$ cat config.mk
export PLATFORM = sky130hd
export DESIGN_NAME = prog_load_rx
export DESIGN_NICKNAME = d
export VERILOG_FILES = /design/src/rtl/prog_load_pkg.sv /design/src/rtl/prog_word_deser.sv /design/src/rtl/prog_load_rx.sv
export SDC_FILE = /design/constraint.sdc
export NUM_CORES = 1
export LEC_CHECK = 0
export CAP_MARGIN = 20
export CORE_MARGIN = 5
export CORE_UTILIZATION = 59
export CTS_CLUSTER_DIAMETER = 50
export DETAILED_ROUTE_END_ITERATION = 6
export GPL_TIMING_DRIVEN = 0
export PLACE_DENSITY = 0.77
export SLEW_MARGIN = 10
export SYNTH_ARGS = -nofsm -noshare
export SYNTH_HDL_FRONTEND = slang
export SYNTH_SLANG_ARGS = --single-unit
$ cat constraint.sdc
create_clock -name clk -period 3.2 [get_ports clk]
set_clock_uncertainty 0.1 [all_clocks]
set_input_delay 0.8 -clock clk [delete_from_list [all_inputs] [get_ports clk]]
set_output_delay 0.8 -clock clk [all_outputs]
set_load 0.03 [all_outputs]
$ cat src/rtl/prog_load_pkg.sv
// Shared types and constants for the program-transfer receiver.
package prog_load_pkg;
    typedef enum logic [2:0] {
        ST_IDLE,
        ST_HDR,
        ST_DATA,
        ST_CSUM,
        ST_DONE,
        ST_ERROR
    } pl_state_t;

    localparam int   WORD_W     = 16;
    localparam int   FRAME_BITS = 18;
    localparam logic START_BIT  = 1'b1;
endpackage

$ cat src/rtl/prog_word_deser.sv
// Per-frame deserializer: start detect, 16-bit shift-in, even-parity check and
// mid-frame watchdog. Result pulses are combinational in the parity-strobe cycle.
module prog_word_deser
    import prog_load_pkg::*;
#(
    parameter int TIMEOUT = 1024
) (
    input  logic              clk,
    input  logic              abort,
    input  logic              ser_valid,
    input  logic              ser_data,
    output logic              word_valid,
    output logic [WORD_W-1:0] word,
    output logic              parity_err,
    output logic              timeout
);
    localparam int WD_W = $clog2(TIMEOUT + 1);

    logic              in_frame_q, in_frame_d;
    logic [4:0]        bit_cnt_q, bit_cnt_d;
    logic [WORD_W-1:0] shift_q, shift_d;
    logic [WD_W-1:0]   wd_q, wd_d;

    assign word = shift_q;

    always_comb begin
        in_frame_d = in_frame_q;
        bit_cnt_d  = bit_cnt_q;
        shift_d    = shift_q;
        wd_d       = wd_q;
        word_valid = 1'b0;
        parity_err = 1'b0;
        timeout    = 1'b0;
        if (abort) begin
            in_frame_d = 1'b0;
            bit_cnt_d  = '0;
            shift_d    = '0;
            wd_d       = '0;
        end else if (ser_valid) begin
            wd_d = '0;
            if (!in_frame_q) begin
                // Zero strobes on an idle line carry no information.
                if (ser_data == START_BIT) begin
                    in_frame_d = 1'b1;
                    bit_cnt_d  = 5'd1;
                end
            end else if (bit_cnt_q == 5'(FRAME_BITS - 1)) begin
                if ((^shift_q ^ ser_data) == 1'b0) word_valid = 1'b1;
                else                               parity_err = 1'b1;
                in_frame_d = 1'b0;
                bit_cnt_d  = '0;
            end else begin
                shift_d   = {shift_q[WORD_W-2:0], ser_data};
                bit_cnt_d = bit_cnt_q + 5'd1;
            end
        end else if (in_frame_q) begin
            if (wd_q == WD_W'(TIMEOUT - 1)) timeout = 1'b1;
            else                            wd_d = wd_q + 1'b1;
        end
    end

    always_ff @(posedge clk) begin
        in_frame_q <= in_frame_d;
        bit_cnt_q  <= bit_cnt_d;
        shift_q    <= shift_d;
        wd_q       <= wd_d;
    end
endmodule

$ cat src/rtl/prog_load_rx.sv
// Program-load receiver: header/data/checksum sequencing, instruction-memory
// writes and CPU hold control on top of the word deserializer.
module prog_load_rx
    import prog_load_pkg::*;
#(
    parameter int DEPTH   = 256,
    parameter int ADDR_W  = 8,
    parameter int TIMEOUT = 1024
) (
    input  logic              clk,
    input  logic              reset,
    input  logic              start,
    input  logic              ser_valid,
    input  logic              ser_data,
    output logic              mem_we,
    output logic [ADDR_W-1:0] mem_addr,
    output logic [15:0]       mem_wdata,
    output logic              busy,
    output logic              done,
    output logic              err,
    output logic              cpu_hold
);
    pl_state_t         state_q, state_d;
    logic [8:0]        n_q, n_d;
    logic [8:0]        wcnt_q, wcnt_d;
    logic [ADDR_W-1:0] addr_q, addr_d;
    logic [15:0]       csum_q, csum_d;
    logic              mem_we_q, mem_we_d;
    logic [ADDR_W-1:0] mem_addr_q, mem_addr_d;
    logic [15:0]       mem_wdata_q, mem_wdata_d;

    logic              receiving, abort, hdr_ok;
    logic              word_valid, parity_err, timeout;
    logic [WORD_W-1:0] word;

    assign receiving = (state_q == ST_HDR) || (state_q == ST_DATA) || (state_q == ST_CSUM);
    // Holding the deserializer cleared outside receiving states makes every
    // strobe there (including one coincident with start) a no-op.
    assign abort     = reset || !receiving;
    assign hdr_ok    = (word != '0) && ({1'b0, word} <= 17'(DEPTH));

    prog_word_deser #(.TIMEOUT(TIMEOUT)) u_deser (
        .clk        (clk),
        .abort      (abort),
        .ser_valid  (ser_valid),
        .ser_data   (ser_data),
        .word_valid (word_valid),
        .word       (word),
        .parity_err (parity_err),
        .timeout    (timeout)
    );

    always_comb begin
        state_d     = state_q;
        n_d         = n_q;
        wcnt_d      = wcnt_q;
        addr_d      = addr_q;
        csum_d      = csum_q;
        mem_we_d    = 1'b0;
        mem_addr_d  = mem_addr_q;
        mem_wdata_d = mem_wdata_q;
        case (state_q)
            ST_IDLE, ST_DONE, ST_ERROR: begin
                if (start) begin
                    state_d    = ST_HDR;
                    wcnt_d     = '0;
                    addr_d     = '0;
                    csum_d     = '0;
                    mem_addr_d = '0;
                end
            end
            ST_HDR: begin
                if (word_valid) begin
                    if (hdr_ok) begin
                        state_d = ST_DATA;
                        n_d     = word[8:0];
                        wcnt_d  = '0;
                    end else begin
                        state_d = ST_ERROR;
                    end
                end
            end
            ST_DATA: begin
                if (word_valid) begin
                    mem_we_d    = 1'b1;
                    mem_addr_d  = addr_q;
                    mem_wdata_d = word;
                    addr_d      = addr_q + 1'b1;
                    csum_d      = csum_q + word;
                    wcnt_d      = wcnt_q + 9'd1;
                    if (wcnt_q + 9'd1 == n_q) state_d = ST_CSUM;
                end
            end
            ST_CSUM: begin
                if (word_valid) state_d = (word == csum_q) ? ST_DONE : ST_ERROR;
            end
            default: state_d = ST_IDLE;
        endcase
        if (receiving && (parity_err || timeout)) state_d = ST_ERROR;
    end

    always_ff @(posedge clk) begin
        if (reset) begin
            state_q     <= ST_IDLE;
            n_q         <= '0;
            wcnt_q      <= '0;
            addr_q      <= '0;
            csum_q      <= '0;
            mem_we_q    <= 1'b0;
            mem_addr_q  <= '0;
            mem_wdata_q <= '0;
        end else begin
            state_q     <= state_d;
            n_q         <= n_d;
            wcnt_q      <= wcnt_d;
            addr_q      <= addr_d;
            csum_q      <= csum_d;
            mem_we_q    <= mem_we_d;
            mem_addr_q  <= mem_addr_d;
            mem_wdata_q <= mem_wdata_d;
        end
    end

    assign mem_we    = mem_we_q;
    assign mem_addr  = mem_addr_q;
    assign mem_wdata = mem_wdata_q;
    assign busy      = receiving;
    assign done      = (state_q == ST_DONE);
    assign err       = (state_q == ST_ERROR);
    assign cpu_hold  = (state_q != ST_DONE);
endmodule

==> flow_summary_export.csv, run 1 <==
group,metric,value,unit
outcome,status,"completed",
sta,setup_viol_count_final,0,
yosys,synthMuxAreaShare,0.00581,
yosys,synth_top_family_by_area,"simple AND/OR/NAND/NOR gates",
clocking,clockBufferDepth,2,
clocking,cts.sinks,103,
clocking,clkLatencyLatePin,0.38,ns
pwr,power,2.31,mW
yosys,synth_top_area_frac,0.383,
global_route,grt.overflow.total,0,
global_route,grt-busiest-layer,"met2",
sta,clock.fmax,320,MHz
yosys,syn_avg_cell_area,7.78,sq um
yosys,yosys_warnings,0,
yosys,async_reset_ff_frac,0,
pwr,p_sw,601,uW
layout,seq_area,0.00209,sq mm
yosys,yosys.area_share.simple,0.253,
placement,dp_slack,-0.594,ns
yosys,ys_types,55,
sta,setup_slack,0.0742,ns
yosys,synth_area,0.00539,sq mm
worst_setup_path,cp_max_fo,6,
yosys,synth-edff-count,0,
global_route,grt_use_total,0.241,
yosys,synth_seq_area_share,0.383,
detailed_routing,drtPass1Iterations,5,
sta,layout_worst_path_cycle_share,0.977,
yosys,postSynthCellCount,692,
placement,hpwl,9810,microns
pwr,max-vdd-ir-drop,211,uV
pwr,p_per_area,377,mW/mm^2
clocking,root_buffer,"clkbuf_8",
yosys,synth-compound-area-share,0.168,
pwr,p_sw_frac,0.260,
yosys,synthAdderAreaFrac,0.0711,
worst_setup_path,crit_type,"flop to flop",
pwr,p_clk_frac,0.359,
clocking,htreeDepth,3,
sta,period_needed,3.13,ns
detailed_routing,drcViolationCount,0,
global_route,met3_usage,0.0556,
layout,multi_input_area,0.00311,sq mm
worst_setup_path,cp.arrival,3.33,ns
detailed_routing,num_vias,4959,
pwr,leakagePower,2.20,nW
placement,port_buffers,31,
clocking,cts_tree,"done",
yosys,synthFlopType,"dfxtp_1",
layout,diodes,0,
floorplan,dieArea,0.0111,sq mm
floorplan,fp.dieW,106,microns
sta,slew_headroom,0.287,
global_route,grt_pass1_vias,4754,
detailed_routing,routed_wl,13400,microns
detailed_routing,wl_per_cell,15.7,microns
yosys,synth_nets,727,
floorplan,die_y,106,microns
pwr,combPwrFrac,0.081,
detailed_routing,ant_nets,0,
layout,final_nets,772,
placement,dpl.cell_count,831,
global_route,grt_max_degree,18,
floorplan,coreArea,0.00881,sq mm
yosys,synth-xor-area-share,0.0711,
sta,tightest_slew,1.06,ns
layout,area_growth_syn_to_layout,13.9,%
yosys,synth_seq_cells,103,
clocking,hold_buffers,0,
sta,slew_violations,0,
clocking,clkTransAtPathRegs,0.10,ns
global_route,use_met1,0.309,
layout,drive_gt1_frac,0.0903,
min_path,hp-class,"flop to flop",
global_route,use_met2,0.401,
clocking,numCtsBuffers,9,
worst_setup_path,startpoint_type,"flop",
layout,finalNonFillerCells,850,
yosys,synth_top_cell_by_area,"dfxtp_1",
layout,fill_cells,720,
detailed_routing,dr.first_iter.drc_count,270,
layout,utilization,0.697,
floorplan,start_util,0.612,
sta,hold_violations,0,
placement,place.gp.congestion,0.896,
pwr,seqPwrFrac,0.560,
flow_run,drv_cap,0,
detailed_routing,viasPerCell,5.83,
floorplan,io_pins,34,
global_route,antenna_found_initial,0,
worst_setup_path,worstPathRequired,3.40,ns
floorplan,row_count,34,
global_route,grt_pass1_wl,22200,microns
yosys,synth_top_cells_by_area,"dfxtp_1, a21oi_1, nand2_1, ha_1, nor2_1",
pwr,p_int,1.71,mW
worst_setup_path,crit_path_end_kind,"flop",
through the flow:
step	setup TNS (ns)	area (sq um)	hold slack, ns
6_report	0	6130	0.356
5_1_grt	-0.0664	6130	0.381
4_1_cts	0	6040	0.357
3_5_place_dp	-20.43	5830	0.344
3_3_place_gp	-16.02	5830	0.340
2_1_floorplan	0	5390	0.339
power by group through the flow:
| stage | Sequential [mW] | Combinational, mW | Clock (mW) |
|---|---|---|---|
| after floorplan | 1.32 | 0.123 | 0 |
| after CTS | 1.29 | 0.182 | 0.845 |
| after detailed placement | 1.32 | 0.181 | 0 |
| after global routing | 1.29 | 0.204 | 0.887 |
| after global placement | 1.32 | 0.176 | 0 |
| final | 1.29 | 0.187 | 0.830 |
worst paths after layout:
kind,cells after the start,slack (ns),to,from
worst max-delay path,11,0.07,state_q[0],u_deser.word[15]
worst min-delay path,2,0.36,mem_wdata[4],mem_wdata[4]
worst max register to register,11,0.07,state_q[0],u_deser.word[15]
worst min register to register,2,0.36,mem_wdata[4],mem_wdata[4]
cell usage after synthesis (6+ instances only):
library cell / n
a31oi_1: 6
nand3_1: 35
or3_1: 16
inv_1: 28
xnor2_1: 18
buf_2: 8
nor3_1: 11
clkbuf_1: 24
o21ai_0: 21
a21oi_1: 98
ha_1: 29
dfxtp_1: 103
xor2_1: 23
nand4_1: 10
and2_1: 8
nor2_1: 63
nand2_1: 111
worst max-delay path, cell delays in order, from the launching register on:
cell	delay, ns
dfxtp_2	0.41
inv_1	0.11
ha_1	0.32
xnor2_2	0.18
xnor3_2	0.40
nor4_4	0.21
nor2_2	0.11
o41a_1	0.44
a311oi_2	0.35
buf_4	0.18
nand2_1	0.05
a31oi_1	0.18
metal layers:
layer,wire length [microns],vias to the layer above,part of all wire
met2,6390,151,0.48
met1,5930,2312,0.44
li1,-,2472,-
met5,0,-,0
met4,272,0,0.020
met3,781,24,0.058
area by class of cell:
| cell class | instances | area share |
|---|---|---|
| timing repair buffer | 36 | 0.0567 |
| buffer | 35 | 0.0243 |
| inverter | 30 | 0.0186 |
| clock inverter | 6 | 0.0110 |
| clock buffer | 10 | 0.0208 |
| multi-input combinational | 522 | 0.506 |
| sequential | 103 | 0.340 |
| tap | 108 | 0.0220 |
timing repair:
| item | CTS | global route |
|---|---|---|
| buffers inserted | 0 | 5 |
| pin swaps | 0 | 5 |
| endpoints found under the setup margin | 54 | 62 |
| gates resized for setup | 11 | 22 |
flip-flops by register name, summed over array words and instances, names as in the netlist:
signal              cells
u_deser.bit_cnt_q       5
wcnt_q                  9
mem_wdata              16
u_deser.word           16
u_deser.wd_q           11
n_q                     9
state_q                 3
addr_q                  8
mem_addr                8
u_deser.in_frame_q      1
mem_we                  1
csum_q                 16
layout by cell type (no fill, tap or decap), types with 16 or more instances in the layout:
| cell | synthesis | layout |
|---|---|---|
| or3_1 | 16 | 16 |
| nand3_1 | 35 | 34 |
| xor2_1 | 23 | 23 |
| dfxtp_1 | 103 | 91 |
| o21ai_0 | 21 | 20 |
| xnor2_1 | 18 | 16 |
| clkdlybuf4s50_1 | 0 | 31 |
| nor2_1 | 63 | 63 |
| ha_1 | 29 | 29 |
| a21oi_1 | 98 | 97 |
| inv_1 | 28 | 28 |
| nand2_1 | 111 | 109 |
| clkbuf_1 | 24 | 20 |
cells by family after synthesis:
logic type,count (synthesis)
AND/OR/NAND/NOR,289
AO/OA/AOI/OAI,158
flip-flops,103
buffers and inverters,67
XOR/XNOR,42
adder cells (fa/ha/maj),30
multiplexers,3
(Power assumes the default switching activity.)
==> run 2: changes to the inputs <==
--- a/config.mk
+++ b/config.mk
@@ -5,7 +5,6 @@
 export SDC_FILE = /design/constraint.sdc
 export NUM_CORES = 1
 export LEC_CHECK = 0
-export CAP_MARGIN = 20
 export CORE_MARGIN = 5
 export CORE_UTILIZATION = 59
 export CTS_CLUSTER_DIAMETER = 50
==> results of run 2 <==
No change in the layout: final DEF, timing and power equal those of run 1.
==> run 3: changes to the inputs <==
--- a/config.mk
+++ b/config.mk
@@ -5,7 +5,6 @@
 export SDC_FILE = /design/constraint.sdc
 export NUM_CORES = 1
 export LEC_CHECK = 0
-export CORE_MARGIN = 5
 export CORE_UTILIZATION = 59
 export CTS_CLUSTER_DIAMETER = 50
 export DETAILED_ROUTE_END_ITERATION = 6
==> flow_summary_export.csv, run 3 (synthesis gave the netlist of run 1 again) <==
group,metric,value,unit
placement,port_buffers,31,
global_route,grt.overflow.total,0,
layout,area_growth_syn_to_layout,13.2,%
sta,setup_slack,0.143,ns
worst_setup_path,worstPathRequired,2.30,ns
min_path,hold-path-cell-count,2,
layout,final_common_cell,"nand2_1",
floorplan,dieArea,0.00951,sq mm
detailed_routing,routed_wl,13000,microns
floorplan,row_count,34,
global_route,grt_pass1_vias,4639,
floorplan,fp.dieW,97.5,microns
detailed_routing,wl_per_cell,15.4,microns
worst_setup_path,r2r_cells,10,
detailed_routing,drcViolationCount,0,
placement,place.gp.congestion,0.884,
global_route,grt_pass1_wl,22100,microns
clocking,htreeDepth,3,
clocking,clkTransAtPathRegs,0.11,ns
detailed_routing,ant_nets,0,
worst_setup_path,cp.arrival,2.16,ns
detailed_routing,viasPerCell,5.83,
clocking,clockBufferDepth,2,
worst_setup_path,rrSetupSlack,0.15,ns
global_route,grt_max_degree,21,
layout,final_nets,769,
sta,layout_worst_path_cycle_share,0.955,
detailed_routing,drtPass1Iterations,5,
sta,slew_headroom,0.334,
worst_setup_path,rr_endpoint,"state_q[2]",
floorplan,io_pins,34,
worst_setup_path,crit_start,"state_q[2]",
detailed_routing,num_vias,4942,
pwr,max-vdd-ir-drop,224,uV
layout,drive_gt1_frac,0.0853,
floorplan,die_y,97.5,microns
flow_run,drv_cap,0,
clocking,clkLatencyLatePin,0.38,ns
min_path,hp-start,"mem_wdata[6]",
clocking,numCtsBuffers,9,
layout,utilization,0.695,
sta,period_needed,3.06,ns
sta,hold_violations,0,
floorplan,coreArea,0.00876,sq mm
placement,hpwl,9430,microns
worst_setup_path,cp_max_fo,9,
worst_setup_path,r2r_start,"u_deser.word[7]",
floorplan,start_util,0.615,
pwr,p_per_area,377,mW/mm^2
min_path,hold_end,"mem_wdata[6]",
clocking,hold_buffers,0,
detailed_routing,dr.first_iter.drc_count,251,
worst_setup_path,startpoint_type,"flop",
layout,final_cell_mix,"nand2_1, a21oi_1, dfxtp_1",
worst_setup_path,crit_type,"flop to output pin",
outcome,status,"completed",
sta,clock.fmax,327,MHz
pwr,leakagePower,2.18,nW
sta,tightest_slew,0.991,ns
sta,setup_viol_count_final,0,
sta,slew_violations,0,
min_path,hp-class,"flop to flop",
global_route,grt_use_total,0.285,
layout,diodes,0,
worst_setup_path,crit_path_end_kind,"output pin",
clocking,cts.sinks,103,
placement,dp_slack,-0.517,ns
clocking,cts_tree,"done",
global_route,antenna_found_initial,0,
clocking,root_buffer,"clkbuf_8",
==> run 3: final cells by class <==
class | instances | area (sq um)
repair buffers | 32 | 318
multi-input cells | 522 | 3090
clock inverters | 7 | 71.3
plain buffers | 36 | 156
well taps | 108 | 135
flip-flops and latches | 103 | 2080
inverters | 30 | 113
fillers | 776 | 2670
clock buffers | 9 | 124
==> run 3: per-stage QoR <==
stage / instance area (sq um) / instances / power (mW) / TNS (ns) / hold WS (ns)
final: 6090 / 847 / 2.30 / 0 / 0.359
after global routing: 6090 / 847 / 2.36 / -0.00483 / 0.391
after CTS: 6050 / 847 / 2.30 / 0 / 0.362
after detailed placement: 5830 / 831 / 1.50 / -17.73 / 0.345
after global placement: 5830 / 831 / 1.50 / -16.63 / 0.338
after floorplan: 5390 / 692 / 1.44 / 0 / 0.339
==> run 3: how the worst max path moves through the flow <==
stage                     slack, ns          to  depth (start not counted)
after global placement        -0.53   wcnt_q[7]                          8
after detailed placement      -0.52   wcnt_q[3]                          8
after global routing         -0.005  state_q[2]                         10
after floorplan                0.37  state_q[2]                          9
after CTS                     0.006        done                          5
final                          0.14        done                          4
==> run 3: repair_timing <==
| item | CTS | global route |
|---|---|---|
| pin swaps | 0 | 4 |
| endpoints found under the setup margin | 55 | 62 |
| resized for setup | 13 | 17 |
| cloned | 0 | 0 |
| setup buffers | 0 | 1 |
==> run 3: where the power goes <==
| part | leakage, nW | internal [mW] | switching, mW |
|---|---|---|---|
| Sequential | 0.836 | 1.28 | 0.00937 |
| Combinational | 1.25 | 0.0546 | 0.124 |
| Clock | 0.0931 | 0.306 | 0.517 |
| Total | 2.18 | 1.65 | 0.650 |
==> run 3: metal layers <==
metal  routed length, microns  GRT usage  vias to the layer above
met1                     6130      0.381                     2313
li1                         -          -                     2472
met2                     5950      0.469                      129
met4                      307     0.0939                        0
met3                      647     0.0468                       28
met5                        0          0                        -
==> run 3: worst max-delay path, stage by stage, from the launching register on <==
cell and delay [ns]:
dfxtp_1 0.50, inv_1 0.18, or3_1 0.39, inv_1 0.06
clkdlybuf4s50_1 0.66
